$ cat src/rtl/cdce62002_pkg.sv
// cdce62002_pkg: shared word-format constants and readback FSM states for the CDCE62002 SPI blocks
package cdce62002_pkg;
  localparam int WORD_BITS = 32;
  localparam int ADDR_BITS = 4;
  localparam int DATA_BITS = 28;
  localparam logic [3:0] READ_CMD_ADDR = 4'hE;
  typedef enum logic [2:0] {IDLE, CMD_SHIFT, CMD_LATCH, READ_SHIFT, READ_LATCH, COMPARE, DONE} state_t;
endpackage

$ cat src/rtl/cdce62002_readback_if.sv
// cdce62002_readback_if: sequencer handshake, expected/result bus and SPI pins of the readback block
interface cdce62002_readback_if #(
  parameter int NUM_REGS = 2
);
  import cdce62002_pkg::*;
  logic start;
  logic [NUM_REGS*DATA_BITS-1:0] expected;
  logic busy, done, pass;
  logic [ADDR_BITS-1:0] fail_addr;
  logic [DATA_BITS-1:0] rd_data;
  logic spi_clk, spi_le, spi_mosi, spi_miso;
  modport master (
    output start, expected, spi_miso,
    input busy, done, pass, fail_addr, rd_data, spi_clk, spi_le, spi_mosi
  );
  modport slave (
    input start, expected, spi_miso,
    output busy, done, pass, fail_addr, rd_data, spi_clk, spi_le, spi_mosi
  );
endinterface

$ cat src/rtl/cdce62002_spi_shifter.sv
// cdce62002_spi_shifter: one LSB-first 32-bit SPI frame; clk low then high CLK_DIV cycles per bit
module cdce62002_spi_shifter
  import cdce62002_pkg::*;
#(
  parameter int CLK_DIV = 4
) (
  input  logic                 clk,
  input  logic                 rst,
  input  logic                 go_i,
  input  logic [WORD_BITS-1:0] tx_word_i,
  input  logic                 miso_i,
  output logic                 frame_done_o,
  output logic [WORD_BITS-1:0] rx_word_o,
  output logic                 spi_clk_o,
  output logic                 spi_le_o,
  output logic                 spi_mosi_o
);
  localparam int PW = $clog2(2 * CLK_DIV);
  localparam int BW = $clog2(WORD_BITS);
  localparam logic [PW-1:0] PH_HI = PW'(CLK_DIV - 1);
  localparam logic [PW-1:0] PH_END = PW'(2 * CLK_DIV - 1);
  localparam logic [BW-1:0] BIT_END = BW'(WORD_BITS - 1);
  logic active_q, clk_q, le_q, mosi_q;
  logic [PW-1:0] ph_q;
  logic [BW-1:0] bit_q;
  logic [WORD_BITS-1:0] tx_q, rx_q;
  assign frame_done_o = active_q && ph_q == PH_END && bit_q == BIT_END;
  assign rx_word_o = rx_q;
  assign spi_clk_o = clk_q;
  assign spi_le_o = le_q;
  assign spi_mosi_o = mosi_q;
  always_ff @(posedge clk) begin
    if (rst) begin
      active_q <= 1'b0;
      ph_q <= '0;
      bit_q <= '0;
      tx_q <= '0;
      rx_q <= '0;
      clk_q <= 1'b0;
      le_q <= 1'b1;
      mosi_q <= 1'b0;
    end else if (go_i) begin
      active_q <= 1'b1;
      ph_q <= '0;
      bit_q <= '0;
      tx_q <= tx_word_i >> 1;
      clk_q <= 1'b0;
      le_q <= 1'b0;
      mosi_q <= tx_word_i[0];
    end else if (active_q) begin
      ph_q <= ph_q == PH_END ? '0 : ph_q + 1'b1;
      // miso is captured on the same edge that drives spi_clk high
      if (ph_q == PH_HI) begin
        clk_q <= 1'b1;
        rx_q <= {miso_i, rx_q[WORD_BITS-1:1]};
      end
      if (ph_q == PH_END) begin
        clk_q <= 1'b0;
        bit_q <= bit_q + 1'b1;
        tx_q <= tx_q >> 1;
        mosi_q <= bit_q == BIT_END ? 1'b0 : tx_q[0];
        le_q <= bit_q == BIT_END;
        active_q <= bit_q != BIT_END;
      end
    end
  end
endmodule

$ cat src/rtl/cdce62002_readback.sv
// cdce62002_readback: reads back CDCE62002 registers 0..NUM_REGS-1 over SPI and checks them against expected payloads
module cdce62002_readback
  import cdce62002_pkg::*;
#(
  parameter int CLK_DIV = 4,
  parameter int NUM_REGS = 2
) (
  input logic sysclk,
  input logic reset,
  cdce62002_readback_if.slave bus
);
  localparam int LW = $clog2(2 * CLK_DIV);
  localparam logic [LW-1:0] LAT_END = LW'(2 * CLK_DIV - 1);
  state_t state_q;
  logic [ADDR_BITS-1:0] idx_q, fail_q, nxt_idx_d;
  logic [LW-1:0] lat_q;
  logic [NUM_REGS*DATA_BITS-1:0] exp_q;
  logic [DATA_BITS-1:0] rd_q;
  logic busy_q, done_q, pass_q;
  logic lat_end, last, match, go;
  logic [WORD_BITS-1:0] tx_word, rx_word;
  logic spi_clk, spi_le, spi_mosi, frame_done, unused_addr;
  always_comb begin
    lat_end = lat_q == LAT_END;
    last = idx_q == ADDR_BITS'(NUM_REGS - 1);
    match = rx_word[WORD_BITS-1:ADDR_BITS] == exp_q[int'(idx_q)*DATA_BITS +: DATA_BITS];
    nxt_idx_d = state_q == IDLE ? '0 : idx_q + 1'b1;
    go = (state_q == IDLE && bus.start) || (state_q == CMD_LATCH && lat_end) ||
         (state_q == COMPARE && match && !last);
    tx_word = state_q == CMD_LATCH ? '0 : {{(WORD_BITS-8){1'b0}}, nxt_idx_d, READ_CMD_ADDR};
  end
  assign unused_addr = ^rx_word[ADDR_BITS-1:0];
  cdce62002_spi_shifter #(.CLK_DIV(CLK_DIV)) u_shifter (
    .clk(sysclk),
    .rst(reset),
    .go_i(go),
    .tx_word_i(tx_word),
    .miso_i(bus.spi_miso),
    .frame_done_o(frame_done),
    .rx_word_o(rx_word),
    .spi_clk_o(spi_clk),
    .spi_le_o(spi_le),
    .spi_mosi_o(spi_mosi)
  );
  always_ff @(posedge sysclk) begin
    if (reset) begin
      state_q <= IDLE;
      idx_q <= '0;
      fail_q <= '0;
      lat_q <= '0;
      exp_q <= '0;
      rd_q <= '0;
      busy_q <= 1'b0;
      done_q <= 1'b0;
      pass_q <= 1'b0;
    end else begin
      done_q <= 1'b0;
      lat_q <= (state_q == CMD_LATCH || state_q == READ_LATCH) ? lat_q + 1'b1 : '0;
      case (state_q)
        IDLE: if (bus.start) begin
          exp_q <= bus.expected;
          idx_q <= '0;
          pass_q <= 1'b0;
          fail_q <= '0;
          busy_q <= 1'b1;
          state_q <= CMD_SHIFT;
        end
        CMD_SHIFT: if (frame_done) state_q <= CMD_LATCH;
        CMD_LATCH: if (lat_end) state_q <= READ_SHIFT;
        READ_SHIFT: if (frame_done) state_q <= READ_LATCH;
        READ_LATCH: if (lat_end) state_q <= COMPARE;
        COMPARE: begin
          rd_q <= rx_word[WORD_BITS-1:ADDR_BITS];
          // first mismatch aborts; later registers are never addressed
          if (!match || last) begin
            pass_q <= match;
            fail_q <= match ? '0 : idx_q;
            done_q <= 1'b1;
            state_q <= DONE;
          end else begin
            idx_q <= nxt_idx_d;
            state_q <= CMD_SHIFT;
          end
        end
        DONE: begin
          busy_q <= 1'b0;
          state_q <= IDLE;
        end
        default: state_q <= IDLE;
      endcase
    end
  end
  assign bus.busy = busy_q;
  assign bus.done = done_q;
  assign bus.pass = pass_q;
  assign bus.fail_addr = fail_q;
  assign bus.rd_data = rd_q;
  assign bus.spi_clk = spi_clk;
  assign bus.spi_le = spi_le;
  assign bus.spi_mosi = spi_mosi;
endmodule
$ cat src/flat_wrapper.sv
// flat-port wrapper written by rule: the top's interface ports become plain ports
module cdce62002_readback_flat import cdce62002_pkg::*;
#(
  parameter int CLK_DIV = 4,
  parameter int NUM_REGS = 2
)
  (sysclk, reset, bus_start, bus_expected, bus_spi_miso, bus_busy, bus_done, bus_pass, bus_fail_addr, bus_rd_data, bus_spi_clk, bus_spi_le, bus_spi_mosi);
  cdce62002_readback_if #(.NUM_REGS(NUM_REGS)) bus_i ();
  input logic sysclk;
  input logic reset;
  input wire logic [$bits(bus_i.start)-1:0] bus_start;
  input wire logic [$bits(bus_i.expected)-1:0] bus_expected;
  input wire logic [$bits(bus_i.spi_miso)-1:0] bus_spi_miso;
  output wire logic [$bits(bus_i.busy)-1:0] bus_busy;
  output wire logic [$bits(bus_i.done)-1:0] bus_done;
  output wire logic [$bits(bus_i.pass)-1:0] bus_pass;
  output wire logic [$bits(bus_i.fail_addr)-1:0] bus_fail_addr;
  output wire logic [$bits(bus_i.rd_data)-1:0] bus_rd_data;
  output wire logic [$bits(bus_i.spi_clk)-1:0] bus_spi_clk;
  output wire logic [$bits(bus_i.spi_le)-1:0] bus_spi_le;
  output wire logic [$bits(bus_i.spi_mosi)-1:0] bus_spi_mosi;
  assign bus_i.start = bus_start;
  assign bus_i.expected = bus_expected;
  assign bus_i.spi_miso = bus_spi_miso;
  assign bus_busy = bus_i.busy;
  assign bus_done = bus_i.done;
  assign bus_pass = bus_i.pass;
  assign bus_fail_addr = bus_i.fail_addr;
  assign bus_rd_data = bus_i.rd_data;
  assign bus_spi_clk = bus_i.spi_clk;
  assign bus_spi_le = bus_i.spi_le;
  assign bus_spi_mosi = bus_i.spi_mosi;
  cdce62002_readback #(.CLK_DIV(CLK_DIV), .NUM_REGS(NUM_REGS)) u_core (.sysclk(sysclk), .reset(reset), .bus(bus_i));
endmodule
$ cat config.mk
export PLATFORM = sky130hd
export DESIGN_NAME = cdce62002_readback_flat
export DESIGN_NICKNAME = d
export VERILOG_FILES = /design/src/rtl/cdce62002_pkg.sv /design/src/rtl/cdce62002_readback_if.sv /design/src/rtl/cdce62002_spi_shifter.sv /design/src/rtl/cdce62002_readback.sv /design/src/flat_wrapper.sv
export SDC_FILE = /design/constraint.sdc
export NUM_CORES = 1
export LEC_CHECK = 0
export ABC_AREA = 1
export CORE_AREA = 3 3 189 99
export DETAILED_ROUTE_END_ITERATION = 8
export DIE_AREA = 0 0 192 102
export GPL_ROUTABILITY_DRIVEN = 0
export GPL_TIMING_DRIVEN = 0
export PLACE_DENSITY_LB_ADDON = 0.08
export SLEW_MARGIN = 40
export SYNTH_ARGS = -nofsm -noshare
export SYNTH_HDL_FRONTEND = slang
export SYNTH_SLANG_ARGS = --single-unit
$ cat constraint.sdc
create_clock -name sysclk -period 2.59 [get_ports sysclk]
set_input_delay 0.259 -clock sysclk [delete_from_list [all_inputs] [get_ports sysclk]]
set_output_delay 0.259 -clock sysclk [all_outputs]
set_load 0.03 [all_outputs]
After elaboration in Yosys (flattened, before gate mapping)
Cells that the tools add are included.
{"block": "classes", "n_addsub": 4, "mul": 1, "n_eq_ne": 20, "shifts": 1, "muxes": 37, "bitwise": 3, "n_reduce_logical": 30}
{"cell": "$mux W31", "n": 3}
{"cell": "$shiftx A56 B32 Y28", "n": 1}
{"cell": "$eq A28 B28 Y1", "n": 1}
{"cell": "$mux W3", "n": 7}
{"cell": "$mux W4", "n": 5}
{"cell": "$pmux W3 S6", "n": 1}
{"cell": "$mux W1", "n": 16}
{"cell": "$pmux W4 S2", "n": 2}
{"cell": "$eq A3 B3 Y1 const B", "n": 5}
{"cell": "$reduce_and A2 Y1", "n": 5}
{"cell": "$reduce_bool A2 Y1", "n": 5}
{"cell": "$eq A3 B2 Y1 const B", "n": 3}
{"cell": "$reduce_and A3 Y1", "n": 3}
{"cell": "$mux W8", "n": 1}
{"cell": "$ne A2 B1 Y1 const B", "n": 4}
{"cell": "$mul A4 B3 Y7 const B", "n": 1}
{"cell": "$add A3 B1 Y3 const B", "n": 2}
{"cell": "$logic_and A1 B1 Y1", "n": 6}
{"cell": "$ne A2 B2 Y1 const B", "n": 3}
{"cell": "$reduce_or A2 Y1", "n": 3}
{"cell": "$add A5 B1 Y5 const B", "n": 1}
{"cell": "$eq A5 B5 Y1 const B", "n": 1}
{"cell": "$ne A5 B5 Y1 const B", "n": 1}
{"cell": "$reduce_and A5 Y1", "n": 1}
{"cell": "other kinds (8)", "n": 15}
{"block": "totals", "ff_bits": 176, "output_inout_bits": 38, "word_cells": 113}

Depth between registers and ports, before layout
Gate-level depths: netlist (run 1).
{"block": "logic_depth", "word_depth": 8, "mapped_depth": 19, "depth_no_buf": 16}

Cells and area by module
A second synthesis (run 1) with hierarchy kept.
{"block": "hier_totals", "hier_cells": 1132, "hier_area_um2": 7932.6}
{"mod": "cdce62002_readback", "instances": 1, "cells_per_inst": 690, "area_per_inst_um2": 4720.8}
{"mod": "cdce62002_spi_shifter", "instances": 1, "cells_per_inst": 442, "area_per_inst_um2": 3211.8}

Worst setup path after synthesis (run 1)
OpenSTA, ideal clock, no wires.
{"block": "synth_timing", "path_type": "register to register", "start": "register u_core.idx_q[0]", "end": "register u_core.u_shifter.rx_q[11], in the netlist u_core.u_shifter.rx_word_o[11]", "arrival_time_ns": 1.896, "t_required_ns": 2.477, "slack_ns": 0.581, "stages_incl_launch_ff": 18, "n_path_buf": 4, "path_cell_list": "dfxtp_1 buf_2 inv_4 buf_2 nand2_1 nand3_1 nand2_1 nand2_1 a21oi_1 nand2_1 nor2_1 nand4_2 nand3_2 buf_6 buf_4 nand2_1 nand2_1 nor2_1"}
{"block": "synth_between", "elab_chain_len": 8}
{"item": "start, declared", "line_no": "cdce62002_readback.sv:15", "source": "logic [ADDR_BITS-1:0] idx_q, fail_q, nxt_idx_d;"}
{"item": "start signal, assigned", "line_no": "cdce62002_readback.sv:81", "source": "idx_q <= nxt_idx_d;"}
{"item": "$mul A4 B3 Y7", "line_no": "cdce62002_readback.sv:26", "source": "match = rx_word[WORD_BITS-1:ADDR_BITS] == exp_q[int'(idx_q)*DATA_BITS +: DATA_BITS];"}
{"item": "$shiftx A56 B32 Y28", "line_no": "cdce62002_readback.sv:26"}
{"item": "$eq A28 B28 Y1", "line_no": "cdce62002_readback.sv:26"}
{"item": "$logic_and A1 B1 Y1", "line_no": "cdce62002_readback.sv:29", "source": "(state_q == COMPARE && match && !last);"}
{"item": "$logic_and A1 B1 Y1 (*)", "line_no": "cdce62002_readback.sv:29"}
{"item": "$logic_or A1 B1 Y1 (*)", "line_no": "cdce62002_readback.sv:28", "source": "go = (state_q == IDLE && bus.start) || (state_q == CMD_LATCH && lat_end) ||"}
{"item": "$not A1 Y1 (no source line) (*)"}
{"item": "$reduce_and A3 Y1 (no source line) (*)"}
{"item": "end signal, assigned", "line_no": "cdce62002_spi_shifter.sv:55", "source": "rx_q <= {miso_i, rx_q[WORD_BITS-1:1]};"}
{"item": "end, declared", "line_no": "cdce62002_spi_shifter.sv:26", "source": "logic [WORD_BITS-1:0] tx_q, rx_q;"}
Mark *: on every way between the ends. The rest lies on a longest branch, timed or not.
A chain may end at the register's enable or synchronous reset.

Worst setup path after layout (run 1)
{"block": "layout_timing", "start": "register u_core.idx_q[0]", "end": "register u_core.u_shifter.rx_q[12], in the netlist u_core.u_shifter.rx_word_o[12]"}
Same word-level chain as after synthesis.

==> results.tsv, run 1 <==
stage	metric	value	unit
status	outcome	complete, no violations	
pwr	power_density	889.2	mW/mm2
finish	drive_gt1_frac	0.06454	
global_route	grt_remaining_overflow	0	
clock_tree	cts_buffer_depth	2	
critical_path	worst_path_most_repeated_cell	nand2_1	
critical_path	crit_path_max_fanout	10	
pwr	power_switching	2.855	mW
floorplanning	num_rows	34	
drt	drt_iter0_drc	455	
synth	synth_seq_cells	148	
global_route	grt_max_degree	17	
clock_tree	cts_sinks	148	
hold_path	hold_path.class	reg2reg	
placement	dp_hpwl	16.25	mm
critical_path	endpoint_kind	register	
clock_tree	cts_tree	yes	
synth	synthFlopType	dfxtp_1	
floorplanning	ioPinCount	98	
clock_tree	htreeDepth	4	
floorplanning	coreArea	0.01714	mm2
finish	stdcell_area	0.008763	mm2
pwr	p_seq_frac	0.361	
pwr	p_clk_frac	0.314	
placement	placed_cell_area	0.008053	mm2
synth	synth_edf_count	0	
finish	final_common_cell	nand2_1	
global_route	use_met2	0.3507	
floorplanning	die_x	192	um
timing	hold_viol_final	0	
job	cap_violations	0	
finish	antenna_cells	0	
timing	setup_tns	0	ns
critical_path	startpoint	u_core.idx_q[0]$_SDFFE_PP0P_	
critical_path	crit_slowest_cell	dfxtp_2	
global_route	met1_usage	0.3032	
timing	slew_viol_final	0	
drt	wl	20.92	mm
synth	async_reset_ff_frac	0	
drt	viasPerCell	5.019	
pwr	peakVddDrop	0.0004814	V
global_route	grt_pass1_vias	6463	
clock_tree	clock_latency	0.43	ns
critical_path	worstPathCellList	buf_6, inv_4, buf_6, nand2_1, nand3_1, xor2_1, nand2_1, inv_1, nand2_1, nor2_4, nand4_4, nand3_4, buf_6, buf_4, nand2_1, nand2_1, nor2_1	
global_route	grt_use_met3	0.03941	
critical_path	r2r_start	u_core.idx_q[0]$_SDFFE_PP0P_	
critical_path	critPathLaunchType	register	
drt	via_count	6851	
global_route	busiest_layer	met2	
synth	synth.distinct_cells	28	
timing	relSlewSlack	0.5439	
finish	layout_common_cells	238 x nand2_1, 145 x dfxtp_1, 125 x inv_1	
timing	fin_crit_sh	0.9471	
synth	yosys_warnings	0	
synth	yosysSeqAreaShare	0.4364	
global_route	antenna_found_initial	0	
floorplanning	die_y	102	um
timing	finClkSkew	0.01093	ns
pwr	power_frac_comb	0.324	
timing	worst_pin_slew	0.6842	ns
hold_path	hp-start	u_core.lat_q[0]$_SDFF_PP0_	
finish	area_delta_synth_final	29.08	%
clock_tree	cts_buffers	17	
pwr	intPower	4.938	mW
critical_path	worstSetupPathType	reg2reg	
global_route	grt.total_usage	0.2195	
timing	max_freq	407.7	MHz
floorplanning	start_util	0.3960	
pwr	p_leak	3.984	nW
placement	port_buffers	97	
drt	drt_pass1_iterations	5	
drt	wl_per_cell	15.33	um
timing	period_minus_slack	2.453	ns
critical_path	required	2.91	ns
timing	setup_viol	0	
clock_tree	clk_pin_slew	0.06	ns
synth	synthCells	1000	
drt	drc	0	
floorplanning	fp.dieArea	0.01958	mm2
timing	hold_slack	0.4184	ns
critical_path	slowest_delay	0.34	ns
critical_path	worstPathArrival	2.77	ns
synth	avgSynthCellArea	6.789	um2
pwr	p_sw_frac	0.3663	
drt	ant_nets	0	
clock_tree	cts.root.buffer_cell	clkbuf_16	
finish	fin_nets	1187	
synth	synth_nets	1069	
synth	synth_area	0.006789	mm2
global_route	grt_pass1_wl	33.38	mm
-- registers in the layout (all words and copies together), names as in the netlist --
signal,count
u_core.bus.pass,1
u_core.bus.fail_addr,4
u_core.exp_q,56
u_core.u_shifter.active_q,1
u_core.u_shifter.bit_q,5
u_core.state_q,3
u_core.u_shifter.spi_clk_o,1
u_core.lat_q,3
u_core.u_shifter.spi_mosi_o,1
u_core.u_shifter.rx_word_o,28
u_core.bus.done,1
u_core.bus.rd_data,28
u_core.idx_q,4
u_core.u_shifter.tx_q,7
u_core.u_shifter.ph_q,3
u_core.u_shifter.spi_le_o,1
u_core.bus.busy,1
-- layout make-up --
| type | instances | area (um2) |
|---|---|---|
| clock inverter | 12 | 132.6 |
| buffer | 54 | 320.3 |
| timing repair buffer | 99 | 985.9 |
| clock buffer | 20 | 446.7 |
| multi-input combinational | 669 | 3132 |
| inverter | 129 | 486.7 |
| sequential | 148 | 2967 |
| fill | 1739 | 8381 |
| tap | 234 | 292.8 |
-- path summary, 6_finish.rpt --
kind         slack [ns]                                     endpoint  cells past startpoint
max                0.14  u_core.u_shifter.rx_word_o[12]$_SDFFE_PP0P_                     17
min                0.42                   u_core.lat_q[0]$_SDFF_PP0_                      1
max reg2reg        0.14  u_core.u_shifter.rx_word_o[12]$_SDFFE_PP0P_                     17
min reg2reg        0.42                   u_core.lat_q[0]$_SDFF_PP0_                      1
-- synth_stat cells (3+ instances only) --
master	n	area (um2)
dfxtp_1	148	2963
nand2_1	239	897.1
buf_6	4	45.04
nand4_1	32	200.2
a21oi_1	105	525.5
nor2_1	115	431.7
inv_1	125	469.2
o21ai_0	93	465.5
o211ai_1	4	30.03
inv_2	3	11.26
buf_1	4	15.01
buf_2	9	45.04
nand3_1	54	270.3
buf_4	6	45.04
xor2_1	5	43.79
ha_1	9	112.6
clkbuf_1	31	116.4
-- layer usage --
metal,share of wire,vias to the layer above,routed length (um)
met2,0.44,174,9168
met4,0.018,0,375
met5,0,-,0
li1,-,3441,-
met3,0.053,33,1102
met1,0.49,3203,10280
-- critical path, delay by kind of cell (launching register included) --
kind / cells / cell delay [ns]
XOR/XNOR: 1 / 0.15
buffers and inverters: 6 / 0.86
flip-flops: 1 / 0.34
AND/OR/NAND/NOR: 10 / 0.98
-- timing repair --
item	CTS	global route
hold buffers	0	0
setup buffers	0	2
pin swaps	0	3
resized for setup	7	31
endpoints found under the setup margin	54	69
-- power by group through the flow --
stage	combinational [mW]	sequential, mW	clock, mW
floorplan	1.61	2.87	0
global placement	2.31	2.85	0
detailed placement	2.36	2.86	0
CTS	2.43	2.81	2.49
global route	2.85	2.85	2.60
finish	2.53	2.82	2.45
-- metrics by stage --
step	std cells	total power, mW	setup slack, ns	util
after detailed placement	1331	5.223	-0.1979	0.4697
after floorplan	1000	4.485	0.5811	-
final	1365	7.792	0.1370	0.5112
after global routing	1365	8.300	-0.01083	0.5112
after CTS	1363	7.728	0.002540	0.5053
after global placement	1331	5.165	-0.1920	0.4697
-- cell families (layout without fill, tap and decap cells) --
group	Yosys count	after routing	synth area share
DFF	148	148	0.4364
buffers and inverters	183	314	0.1109
xor gates and xnor gates	5	5	0.006450
adders and majority gates	9	9	0.01659
AOI/OAI and AO/OA	204	204	0.1526
and+or+nand+nor	451	451	0.2770
(Power assumes the default switching activity.)
==> run 2: changes to the inputs <==
--- a/config.mk
+++ b/config.mk
@@ -9,6 +9,7 @@
 export CORE_AREA = 3 3 189 99
 export DETAILED_ROUTE_END_ITERATION = 8
 export DIE_AREA = 0 0 192 102
+export DONT_BUFFER_PORTS = 1
 export GPL_ROUTABILITY_DRIVEN = 0
 export GPL_TIMING_DRIVEN = 0
 export PLACE_DENSITY_LB_ADDON = 0.08
==> results.tsv, run 2 (synthesis results as in run 1) <==
stage	metric	value	unit
finish	antenna_cells	0	
timing	hold_viol_final	0	
clock_tree	cts_sinks	148	
critical_path	crit_family	simple AND/OR/NAND/NOR gates	
critical_path	worstPathCellList	nor2_4, buf_6, buf_8, nand4_1, nand2_1, nand2_1, nor2_1, nand2_2, nor2_4, nand4_4, buf_6, buf_4, nand3_1, nand2_1, nor2_1, nor2_1	
timing	worst_pin_slew	0.7734	ns
pwr	power_density	998.1	mW/mm2
timing	relSlewSlack	0.4844	
critical_path	rrSetupSlack	0.17	ns
placement	placed_cell_area	0.007082	mm2
clock_tree	htreeDepth	4	
critical_path	slowest_delay	0.37	ns
floorplanning	num_rows	34	
pwr	p_seq_frac	0.359	
pwr	p_clk_frac	0.330	
clock_tree	cts_buffer_depth	2	
status	outcome	complete, no violations	
critical_path	crit_path_max_fanout	10	
drt	via_count	6355	
timing	setup_ws	0.1676	ns
placement	port_buffers	0	
timing	fin_crit_sh	0.9353	
timing	finClkSkew	0.01522	ns
pwr	power_frac_comb	0.311	
finish	stdcell_area	0.008001	mm2
timing	setup_viol	0	
critical_path	cp.buffers_inverters	4	
drt	wl	21.38	mm
placement	dp_hpwl	16.18	mm
timing	max_freq	412.8	MHz
finish	largest_register	u_core.exp_q	
finish	fillers	1803	
finish	drive_gt1_frac	0.08637	
global_route	antenna_found_initial	0	
floorplanning	die_y	102	um
pwr	p_sw_frac	0.3613	
finish	fin_nets	1099	
pwr	intPower	5.100	mW
clock_tree	clock_latency	0.43	ns
clock_tree	clk_pin_slew	0.07	ns
pwr	power_switching	2.885	mW
finish	final_common_cell	nand2_1	
finish	final_util	0.4667	
critical_path	required	2.88	ns
job	cap_violations	0	
finish	largest_register_ffs	56	
critical_path	worstRegToRegCells	16	
global_route	grt_max_degree	17	
floorplanning	start_util	0.3960	
pwr	peakVddDrop	0.0004869	V
critical_path	worstPathArrival	2.71	ns
finish	area_delta_synth_final	17.86	%
pwr	p_leak	3.733	nW
pwr	power	7.986	mW
drt	drt_iter0_drc	375	
floorplanning	fp.dieArea	0.01958	mm2
drt	viasPerCell	4.980	
critical_path	worstSetupPathType	reg2reg	
hold_path	hold_path.class	in2reg	
global_route	grt_pass1_wl	33.15	mm
global_route	grt_pass1_vias	6079	
drt	wl_per_cell	16.76	um
global_route	grt_remaining_overflow	0	
critical_path	endpoint_kind	register	
critical_path	cp_num_cells	16	
critical_path	critPathLaunchType	register	
hold_path	holdPathStages	2	
floorplanning	ioPinCount	98	
timing	period_minus_slack	2.422	ns
global_route	grt.total_usage	0.2214	
floorplanning	die_x	192	um
critical_path	crit_slowest_cell	dfxtp_4	
clock_tree	cts.root.buffer_cell	clkbuf_16	
clock_tree	cts_tree	yes	
floorplanning	coreArea	0.01714	mm2
drt	ant_nets	0	
placement	place_ws	-0.2301	ns
timing	slew_viol_final	0	
finish	layout_common_cells	231 x nand2_1, 145 x dfxtp_1, 124 x inv_1	
clock_tree	cts_buffers	17	
timing	setup_tns	0	ns
drt	drc	0	
drt	drt_pass1_iterations	5	
==> run 2: cell count changes in the layout (fill, tap and decap cells not counted), moves of 3 or more <==
cell / before / now
clkdlybuf4s50_1: 97 / 0
nand2_1: 238 / 231
nand2_2: 2 / 8
buf_4: 4 / 8
clkinvlp_4: 6 / 2
buf_8: 1 / 4
dfxtp_2: 3 / 0
dfxtp_4: 0 / 3
==> run 2: what timing repair did <==
action	CTS	global route
hold endpoints to repair	4	0
setup endpoints to repair	54	72
pin swaps	0	10
resized for setup	10	59
hold buffers	2	0
setup buffers	0	8
gates cloned	0	1
==> run 2: area by class of cell <==
class / instances / area, um2 / share of cell area
clock buffers: 19 / 442.9 / 0.05536
clock inverters: 12 / 180.2 / 0.02252
plain buffers: 54 / 369.1 / 0.04613
flip-flops and latches: 148 / 2974 / 0.3717
inverters: 129 / 496.7 / 0.06208
well taps: 234 / 292.8 / 0.03659
repair buffers: 11 / 88.84 / 0.01110
multi-input cells: 669 / 3157 / 0.3945
==> run 2: power groups by stage <==
stage	registers (mW)	logic, mW	clock network [mW]
2_1_floorplan	2.87	1.61	0
3_3_place_gp	2.91	2.17	0
3_5_place_dp	2.91	2.20	0
4_1_cts	2.86	2.26	2.69
5_1_grt	2.91	2.81	2.79
6_report	2.87	2.48	2.64
==> run 2: path summary, 6_finish.rpt <==
check | end | from
worst max-delay path | u_core.u_shifter.tx_q[2]$_SDFFE_PP0P_ | u_core.idx_q[2]$_SDFFE_PP0P_
worst min-delay path | u_core.exp_q[31]$_SDFFE_PP0P_ | bus_expected[31]
worst max register to register | u_core.u_shifter.tx_q[2]$_SDFFE_PP0P_ | u_core.idx_q[2]$_SDFFE_PP0P_
worst min register to register | u_core.lat_q[0]$_SDFF_PP0_ | u_core.lat_q[0]$_SDFF_PP0_
==> run 2: stage by stage <==
step	std cells	hold WS, ns
CTS	1267	0.01897
global placement	1234	0.3302
floorplan	1000	0.3281
finish	1276	0.02544
detailed placement	1234	0.3313
global route	1276	0.03032
==> run 2: per-layer routing <==
layer	up-vias	track usage	share of wire
met3	22	0.06751	0.064
li1	3258	-	-
met5	-	0	0
met4	0	0.05369	0.011
met2	123	0.3578	0.44
met1	2952	0.2929	0.48
